==> src/rtl/mips_dbg_pkg.sv <==
// Shared definitions for the MIPS run controller and debug unit:
// state encoding, host command bytes and protocol widths.
package mips_dbg_pkg;

   localparam int BYTE_W  = 8;
   localparam int WORD_W  = 32;
   localparam int STATE_W = 3;

   localparam logic [BYTE_W-1:0] DBG_CMD_RUN    = 8'h31;
   localparam logic [BYTE_W-1:0] DBG_CMD_STEP   = 8'h32;
   localparam logic [BYTE_W-1:0] DBG_CMD_RELOAD = 8'h33;

   typedef enum logic [STATE_W-1:0] {
      IDLE  = 3'd0,
      RECV  = 3'd1,
      WRITE = 3'd2,
      CMD   = 3'd3,
      RUN   = 3'd4,
      STEP  = 3'd5,
      DUMP  = 3'd6
   } state_t;

endpackage

==> src/rtl/word_assembler.sv <==
// Packs bytes MSB-first into a 32-bit word; word_valid flags the load
// that completes the fourth byte.
module word_assembler
   import mips_dbg_pkg::*;
(
   input  logic              clk,
   input  logic              reset,
   input  logic              clear,
   input  logic              load,
   input  logic [BYTE_W-1:0] byte_in,
   output logic [WORD_W-1:0] word,
   output logic              word_valid
);

   logic [1:0] cnt;

   always_ff @(posedge clk) begin
      if (reset || clear) begin
         word <= '0;
         cnt  <= '0;
      end else if (load) begin
         word <= {word[WORD_W-BYTE_W-1:0], byte_in};
         cnt  <= cnt + 2'd1;
      end
   end

   assign word_valid = load && (cnt == 2'd3);

endmodule

==> src/rtl/mips_run_controller.sv <==
// Run-control sequencer: loads a program from the UART into program memory,
// then runs/steps the core via a clock-enable and requests a state dump.
module mips_run_controller
   import mips_dbg_pkg::*;
#(
   parameter int              ADDR_W         = 5,
   parameter int              MAX_RUN_CYCLES = 65535,
   parameter logic [BYTE_W-1:0] CMD_RUN      = DBG_CMD_RUN,
   parameter logic [BYTE_W-1:0] CMD_STEP     = DBG_CMD_STEP,
   parameter logic [BYTE_W-1:0] CMD_RELOAD   = DBG_CMD_RELOAD
)(
   input  logic               CLK,
   input  logic               RESET,
   input  logic               I_RX_EMPTY,
   input  logic [BYTE_W-1:0]  I_RX_DATA,
   output logic               O_RD_UART,
   output logic               O_PM_WR,
   output logic [ADDR_W-1:0]  O_PM_ADDR,
   output logic [WORD_W-1:0]  O_PM_DATA,
   output logic               O_MIPS_EN,
   output logic               O_MIPS_RESET,
   input  logic               I_MIPS_FINISHED,
   output logic               O_DUMP_REQ,
   input  logic               I_DUMP_DONE,
   output logic [31:0]        O_CYCLES,
   output logic               O_ERR,
   output logic               O_TIMEOUT,
   output logic [STATE_W-1:0] O_STATE
);

   localparam int          CNT_W       = ADDR_W + 1;
   localparam logic [31:0] MAX_WORDS   = 32'(1 << ADDR_W);
   localparam logic [31:0] RUN_LIMIT   = 32'(MAX_RUN_CYCLES);

   state_t              state, next_state;
   logic [CNT_W-1:0]    n_words;
   logic [ADDR_W-1:0]   word_idx;
   logic [31:0]         run_cnt;
   logic [WORD_W-1:0]   word;
   logic                word_valid;
   logic                len_ok, last_word, run_limit;
   logic                asm_clear, asm_load;

   assign len_ok    = (I_RX_DATA != '0) && (32'(I_RX_DATA) <= MAX_WORDS);
   assign last_word = ({1'b0, word_idx} == n_words - CNT_W'(1));
   assign run_limit = (run_cnt + 32'd1 == RUN_LIMIT);
   assign asm_clear = (state == IDLE) && O_RD_UART && len_ok;
   assign asm_load  = (state == RECV) && O_RD_UART;

   word_assembler u_asm (
      .clk        (CLK),
      .reset      (RESET),
      .clear      (asm_clear),
      .load       (asm_load),
      .byte_in    (I_RX_DATA),
      .word       (word),
      .word_valid (word_valid)
   );

   always_ff @(posedge CLK) begin
      if (RESET) state <= IDLE;
      else       state <= next_state;
   end

   always_comb begin
      next_state = state;
      case (state)
         IDLE:  if (O_RD_UART && len_ok) next_state = RECV;
         RECV:  if (word_valid) next_state = WRITE;
         WRITE: next_state = last_word ? CMD : RECV;
         CMD: begin
            if (O_RD_UART) begin
               case (I_RX_DATA)
                  CMD_RUN:    next_state = RUN;
                  CMD_STEP:   next_state = STEP;
                  CMD_RELOAD: next_state = IDLE;
                  default:    next_state = CMD;
               endcase
            end
         end
         RUN:   if (I_MIPS_FINISHED || run_limit) next_state = DUMP;
         STEP:  next_state = DUMP;
         DUMP:  if (I_DUMP_DONE) next_state = CMD;
         default: next_state = IDLE;
      endcase
   end

   always_comb begin
      O_RD_UART = 1'b0;
      O_PM_WR   = 1'b0;
      O_MIPS_EN = 1'b0;
      case (state)
         IDLE, RECV, CMD: O_RD_UART = !I_RX_EMPTY;
         WRITE:           O_PM_WR   = 1'b1;
         RUN, STEP:       O_MIPS_EN = !I_MIPS_FINISHED;
         default: ;
      endcase
   end

   assign O_STATE   = state;
   assign O_PM_ADDR = word_idx;
   assign O_PM_DATA = word;

   // Core reset and cycle-counter clear both happen on the WRITE->CMD edge.
   always_ff @(posedge CLK) begin
      if (RESET) begin
         n_words      <= '0;
         word_idx     <= '0;
         run_cnt      <= '0;
         O_CYCLES     <= '0;
         O_ERR        <= 1'b0;
         O_TIMEOUT    <= 1'b0;
         O_MIPS_RESET <= 1'b0;
         O_DUMP_REQ   <= 1'b0;
      end else begin
         O_MIPS_RESET <= (state == WRITE) && last_word;
         O_DUMP_REQ   <= (next_state == DUMP) && (state != DUMP);

         if (state == IDLE && O_RD_UART) begin
            if (len_ok) begin
               n_words  <= CNT_W'(I_RX_DATA);
               word_idx <= '0;
               O_ERR    <= 1'b0;
            end else begin
               O_ERR    <= 1'b1;
            end
         end

         if (state == WRITE && !last_word) word_idx <= word_idx + ADDR_W'(1);

         if (state != RUN)   run_cnt <= '0;
         else if (O_MIPS_EN) run_cnt <= run_cnt + 32'd1;

         if (state == RUN && !I_MIPS_FINISHED && run_limit) O_TIMEOUT <= 1'b1;

         if (state == WRITE && last_word)         O_CYCLES <= '0;
         else if (O_MIPS_EN && O_CYCLES != '1)    O_CYCLES <= O_CYCLES + 32'd1;
      end
   end

endmodule

==> config.mk <==
export PLATFORM = sky130hd
export DESIGN_NAME = mips_run_controller
export DESIGN_NICKNAME = d
export VERILOG_FILES = /design/src/rtl/mips_dbg_pkg.sv /design/src/rtl/word_assembler.sv /design/src/rtl/mips_run_controller.sv
export SDC_FILE = /design/constraint.sdc
export NUM_CORES = 1
export LEC_CHECK = 0
export CORE_ASPECT_RATIO = 0.8
export CORE_MARGIN = 1
export CORE_UTILIZATION = 58
export CTS_CLUSTER_SIZE = 12
export DETAILED_ROUTE_END_ITERATION = 8
export PLACE_DENSITY = 0.93
export SETUP_SLACK_MARGIN = 0.4
export SLEW_MARGIN = 5
export SYNTH_ARGS = -nofsm -noshare
export SYNTH_HDL_FRONTEND = slang
export SYNTH_SLANG_ARGS = --single-unit
==> constraint.sdc <==
create_clock -name CLK -period 4.23 [get_ports CLK]
set_clock_uncertainty 0.15 [all_clocks]
set_input_delay 0.6345 -clock CLK [delete_from_list [all_inputs] [get_ports CLK]]
set_output_delay 0.6345 -clock CLK [all_outputs]
set_load 0.005 [all_outputs]
## Word-level counts from Yosys, hierarchy flattened

Cells that the tools add are included.

- Reduce and logical (&&, ||, !) cells: 27
- Order comparisons: 1
- $add $sub $neg: 5
- Mux-type cells: 15
- Equal/unequal tests: 16

Operator list:

| cell | count |
|---|---|
| adder 32 x 1 -> 32 bit (second input constant) | 2 |
| equality test 32 x 16 -> 1 bit (second input constant) | 1 |
| != test 32 bit (second input constant) | 1 |
| equality test 8 x 6 -> 1 bit (second input constant) | 3 |
| one-hot mux 3 bit (7 select lines) | 1 |
| 2-to-1 mux 3 bit | 5 |
| 2-to-1 mux 5 bit | 3 |
| equality test 3 bit (second input constant) | 4 |
| logical AND 1 bit | 12 |
| one-hot mux 3 bit (3 select lines) | 1 |
| <= comparator 8 x 6 -> 1 bit (second input constant) | 1 |
| nonzero test 8 bit | 1 |
| equality test 3 x 2 -> 1 bit (second input constant) | 2 |
| equality test 5 x 6 -> 1 bit | 1 |
| != test 3 bit (second input constant) | 2 |
| OR reduction 2 bit | 3 |
| subtractor 6 x 1 -> 6 bit (second input constant) | 1 |
| adder 5 x 1 -> 5 bit (second input constant) | 1 |
| 2-to-1 mux 1 bit | 4 |
| AND reduction 2 bit | 2 |
| nonzero test 2 bit | 2 |
| equality test 3 x 1 -> 1 bit (second input constant) | 1 |
| zero test 1 bit | 3 |
| zero test 3 bit | 1 |
| other kinds (5) | 6 |

- Register bits: 116
- Word-level logic and storage cells: 75

## Depth between registers and ports, before layout

- Depth in word-level cells: 9
- Mapped depth: 11
- Depth with buffers taken out: 9

## By module

A second synthesis with hierarchy kept.

- Cells, all modules: 647
- Area, all modules: 5670.4 um^2

Modules (own cells, without submodules):

| module | cells an instance | times used | area an instance (um^2) | seq. area each (um^2) |
|---|---|---|---|---|
| mips_run_controller | 534 | 1 | 4394.2 | 1641.6 |
| word_assembler | 113 | 1 | 1276.2 | 680.7 |

## Worst setup path before layout

OpenSTA, ideal clock, no wires.

- Kind: input to register
- Start: input I_RX_DATA[0]
- End: register O_ERR
- Arrival time: 2.320 ns
- Setup slack: 1.643 ns
- Stages on the path: 8
- Path buffers: 2
- Data required time: 3.963 ns
- Setup time: 0.117 ns
- Cell sequence: or4_1 > nor2_1 > xor2_1 > nor2_2 > or2_1 > clkbuf_1 > buf_2 > nor2_1

- Cells in the longest elaborated chain, start to end: 3
- Elaborated cells between the ends (all ways): 4
- Those cells by class: order compare: 1; mux: 1; reduce/logical: 2

Ends and longest elaborated chain:

| what | RTL line | RTL |
|---|---|---|
| start: declaration | mips_run_controller.sv:15 | `input logic [BYTE_W-1:0] I_RX_DATA,` |
| <= comparator 8 x 6 -> 1 bit or nonzero test 8 bit (tied branches) | mips_run_controller.sv:44 | `assign len_ok = (I_RX_DATA != '0) && (32'(I_RX_DATA) <= MAX_WORDS);` |
| logical AND 1 bit (*) | mips_run_controller.sv:44 |  |
| 2-to-1 mux 1 bit (*) | mips_run_controller.sv:120 | `if (len_ok) begin` |
| end signal: assignment | mips_run_controller.sv:111 | `O_ERR <= 1'b0;` |
| end signal: assignment | mips_run_controller.sv:123 | `O_ERR <= 1'b0;` |
| end signal: assignment | mips_run_controller.sv:125 | `O_ERR <= 1'b1;` |
| end: declaration | mips_run_controller.sv:26 | `output logic O_ERR,` |

Every way passes the cells marked *; elsewhere a longest branch is shown, timed or not.
A chain may end at the register's enable or synchronous reset.

## Worst setup path after layout

- Start: input I_RX_DATA[0]
- End: register O_DUMP_REQ

- Cells in the longest elaborated chain, start to end: 7
- Elaborated cells between the ends (all ways): 13
- Those cells by class: order compare: 1; eq/ne: 4; mux: 4; reduce/logical: 4

Ends and longest elaborated chain:

| what | RTL line | RTL |
|---|---|---|
| <= comparator 8 x 6 -> 1 bit or nonzero test 8 bit (tied branches) | mips_run_controller.sv:44 |  |
| logical AND 1 bit | mips_run_controller.sv:44 |  |
| logical AND 1 bit | mips_run_controller.sv:68 | `IDLE: if (O_RD_UART && len_ok) next_state = RECV;` |
| 2-to-1 mux 3 bit | mips_run_controller.sv:68 |  |
| one-hot mux 3 bit (7 select lines) (*) | mips_run_controller.sv:67 | `case (state)` |
| equality test 3 bit (*) | mips_run_controller.sv:117 | `O_DUMP_REQ <= (next_state == DUMP) && (state != DUMP);` |
| logical AND 1 bit (*) | mips_run_controller.sv:117 |  |
| end signal: assignment | mips_run_controller.sv:117 |  |
| end: declaration | mips_run_controller.sv:23 | `output logic O_DUMP_REQ,` |

Marks and branches as above.

==> results_dict.tcl <==
set metrics [dict create \
    critical_path_peak_fanout 9 \
    clockBufferDepth 2 \
    grt_usage_pct 31.2 \
    routedWlPerCell_um 16.4 \
    cts_resized 0 \
    syn_nets 737 \
    clk_pin_slew_worst_paths_ps 50 \
    p_leak_nw 2.41 \
    arrival_ps 3260 \
    path_common_cell "nor2_1" \
    grt_pass1_wl_mm 25.6 \
    yosys_warnings 0 \
    cts_max_level 4 \
    root_buffer "clkbuf_16" \
    tns_ps 0 \
    synth_top_area_cell "dfxtp_1" \
    dr.first_iter.drc_count 492 \
    worstPathRequired_ps 4430 \
    routabilityCongestion 0.959 \
    ys.flop_type "dfxtp_1" \
    die_w_um 114 \
    rows 32 \
    ys_types 68 \
    dr.pass1.iters 5 \
    cts_tree "done" \
    n_antenna_cell 0 \
    hold_path_class "reg2reg" \
    synth_edf_count 0 \
    slew_headroom_pct 29.0 \
    max_freq_mhz 327 \
    initial_utilization_pct 59.7 \
    path_class "in2reg" \
    status "completed" \
    tightest_slew_ps 1060 \
    pwr_density_cell_mw_per_mm2 370 \
    maxCapViolCount 0 \
    postCtsSetupBuffers 0 \
    syn_inst 718 \
    async_flop_share_pct 0 \
    finalSetupViolCount 0 \
    fin_crit_sh_pct 72.4 \
    clk_latency_ps 420 \
    hpwlAfterDp_mm 10.4 \
    clkSinkCount 116 \
    grt_pass1_vias 5456 \
    drt-total-wl_mm 15.5 \
    core_mm2 0.00969 \
    fin_crit_ps 3060 \
    synth_top_area_share_pct 40.1 \
    ant_nets 0 \
    antenna_found_initial 0 \
    cp-end-kind "flip-flop" \
    synthTopCellsByArea "dfxtp_1, nand2_1, nor2_1, xnor2_1, xor2_1" \
    final_util_pct 76.2 \
    r2r_slack_ps 1250 \
    synth_area_mm2 0.00579 \
    cts_hold_repair.buffers 0 \
    ys_seq_area_share_pct 40.1 \
    cts_made_buffers 17 \
    drive_gt1_share_pct 7.93 \
    fill_cells 656 \
    hold_ws_ps 310 \
    grt_max_degree 36 \
    cp_cell_sequence "clkdlybuf4s50_1 -> or4_1 -> nor2_1 -> xor2_1 -> nor2_2 -> a2111oi_1 -> nand3_1 -> nor2_1" \
    critPathMaxStageDelay_ps 600 \
    die_area_mm2 0.0104 \
    hold_viol_final 0 \
    vdd_ir_drop_max_mv 0.293 \
    rsz0062_at_grt "false" \
    fin_nets 813 \
    worst_path_max_delay_cell "or4_1" \
    io_pins 92 \
    drc 0 \
    cp-start-kind "primary input" \
    syn_avg_cell_area_um2 8.06 \
    die_h_um 91.4 \
    ys_ff_latch 116 \
    vias 5584 \
    grt_overflow_total 0 \
    viasPerCell 5.92 \
    finalMaxSlewViolations 0 \
    port_buffers 91 \
    synthToLayoutAreaGrowth_pct 27.5 \
]
==> metal layers <==
layer	GRT usage (%)	vias up	share of wire, %
met2	51.0	243	48
met4	17.4	0	4.1
met3	8.95	61	6.4
met5	0	-	0
li1	-	2635	-
met1	36.5	2645	41
==> worst paths after layout <==
kind                                                  start                           to  depth (start not counted)
worst max-delay path                           I_RX_DATA[0]        O_DUMP_REQ$_SDFF_PP0_                          8
worst min register to register  u_asm.word[27]$_SDFFE_PP0P_  u_asm.word[27]$_SDFFE_PP0P_                          2
worst min-delay path            u_asm.word[27]$_SDFFE_PP0P_  u_asm.word[27]$_SDFFE_PP0P_                          2
worst max register to register      n_words[0]$_SDFFE_PP0P_     O_CYCLES[4]$_SDFFE_PP0P_                          9
==> worst max-delay path, delay by kind of cell <==
kind	cells	cell delay (ps)
AO/OA/AOI/OAI	1	590
XOR/XNOR	1	240
buffers and inverters	1	560
AND/OR/NAND/NOR	5	1240
==> cells by family (layout without fill, tap and decap cells) <==
family                     count (synthesis)  count (layout)  share of synthesized area (%)
and+or+nand+nor                          367             367                           31.8
buffers and inverters                     53             142                           4.26
xor gates and xnor gates                  71              71                           11.0
muxes                                      8               8                           1.38
adders and majority gates                  6               6                           1.30
DFF                                      116             116                           40.1
AOI/OAI and AO/OA                         97              97                           10.2
==> registers in the layout (all words and copies together), names as in the netlist <==
signal        count
O_ERR             1
n_words           6
O_DUMP_REQ        1
O_STATE           3
u_asm.cnt         2
u_asm.word       32
O_TIMEOUT         1
run_cnt          32
O_MIPS_RESET      1
O_CYCLES         32
O_PM_ADDR         5
==> cell type report <==
| class | instances | area, um2 | share of cell area [%] |
|---|---|---|---|
| Tap cell | 136 | 170 | 2.31 |
| Multi-Input combinational cell | 549 | 3230 | 43.7 |
| Clock inverter | 8 | 145 | 1.97 |
| Sequential cell | 116 | 2320 | 31.5 |
| Timing Repair Buffer | 99 | 971 | 13.2 |
| Clock buffer | 24 | 502 | 6.80 |
| Inverter | 11 | 42.5 | 0.576 |
==> synth_stat cells, types with 2 or more instances <==
| cell | number |
|---|---|
| nor4_2 | 3 |
| or2_2 | 3 |
| nand2_1 | 111 |
| a311oi_1 | 2 |
| and4_1 | 11 |
| a31oi_1 | 2 |
| a211oi_1 | 2 |
| buf_2 | 16 |
| dfxtp_1 | 116 |
| o311a_1 | 2 |
| or4_1 | 3 |
| buf_6 | 3 |
| and2_1 | 5 |
| nor2_1 | 106 |
| o22ai_1 | 5 |
| and4_4 | 2 |
| a21oi_1 | 53 |
| or3_1 | 7 |
| nand3b_1 | 2 |
| nor4_1 | 5 |
| clkbuf_1 | 22 |
| a41oi_1 | 2 |
| nor3_1 | 20 |
| and3_1 | 8 |
| nand2b_1 | 5 |
| nand4_1 | 23 |
| mux2i_1 | 8 |
| or4_4 | 2 |
| o2111ai_1 | 2 |
| xor2_1 | 34 |
| nand3_1 | 28 |
| a21boi_0 | 2 |
| o21ai_0 | 13 |
| and4b_1 | 3 |
| ha_1 | 6 |
| inv_1 | 10 |
| xnor2_1 | 36 |
| nor2b_1 | 5 |
==> power breakdown <==
part	switching, mW	leakage (nW)	total, mW	internal (mW)
sequential	0.00407	0.934	1.10	1.10
clock	0.502	0.312	1.56	1.06
combinational	0.0381	1.16	0.0658	0.0277
total	0.544	2.41	2.73	2.19
==> cells in the final DEF, fill, tap and decap left out, drive strengths merged, types with 3 or more instances in the layout <==
cell type and n:
nand3 29, and4b 3, ha 6, nand2 111, dfxtp 116, xnor2 36, inv 10, mux2i 8
or3 7, and3 9, nor2b 5, nand4 24, nand2b 5, o22ai 5, bufinv 4, nor4 9
or2 5, clkdlybuf4s50 91, buf 8, xor2 34, o21ai 13, nor3 21, clkbuf 24, nor2 107
a2111oi 3, and2 6, a211oi 3, a21oi 53, and4 13, or4 5, clkinv 3
==> stage by stage <==
stage / setup WS [ps] / std cells / area (um2) / power (mW)
final: 1170 / 943 / 7380 / 2.73
after global routing: 1040 / 943 / 7380 / 2.80
after CTS: 1230 / 943 / 7380 / 2.73
after detailed placement: 910 / 911 / 6730 / 1.19
after global placement: 1030 / 911 / 6730 / 1.18
after floorplan: 1640 / 718 / 5790 / 1.16
(Power assumes the default switching activity.)
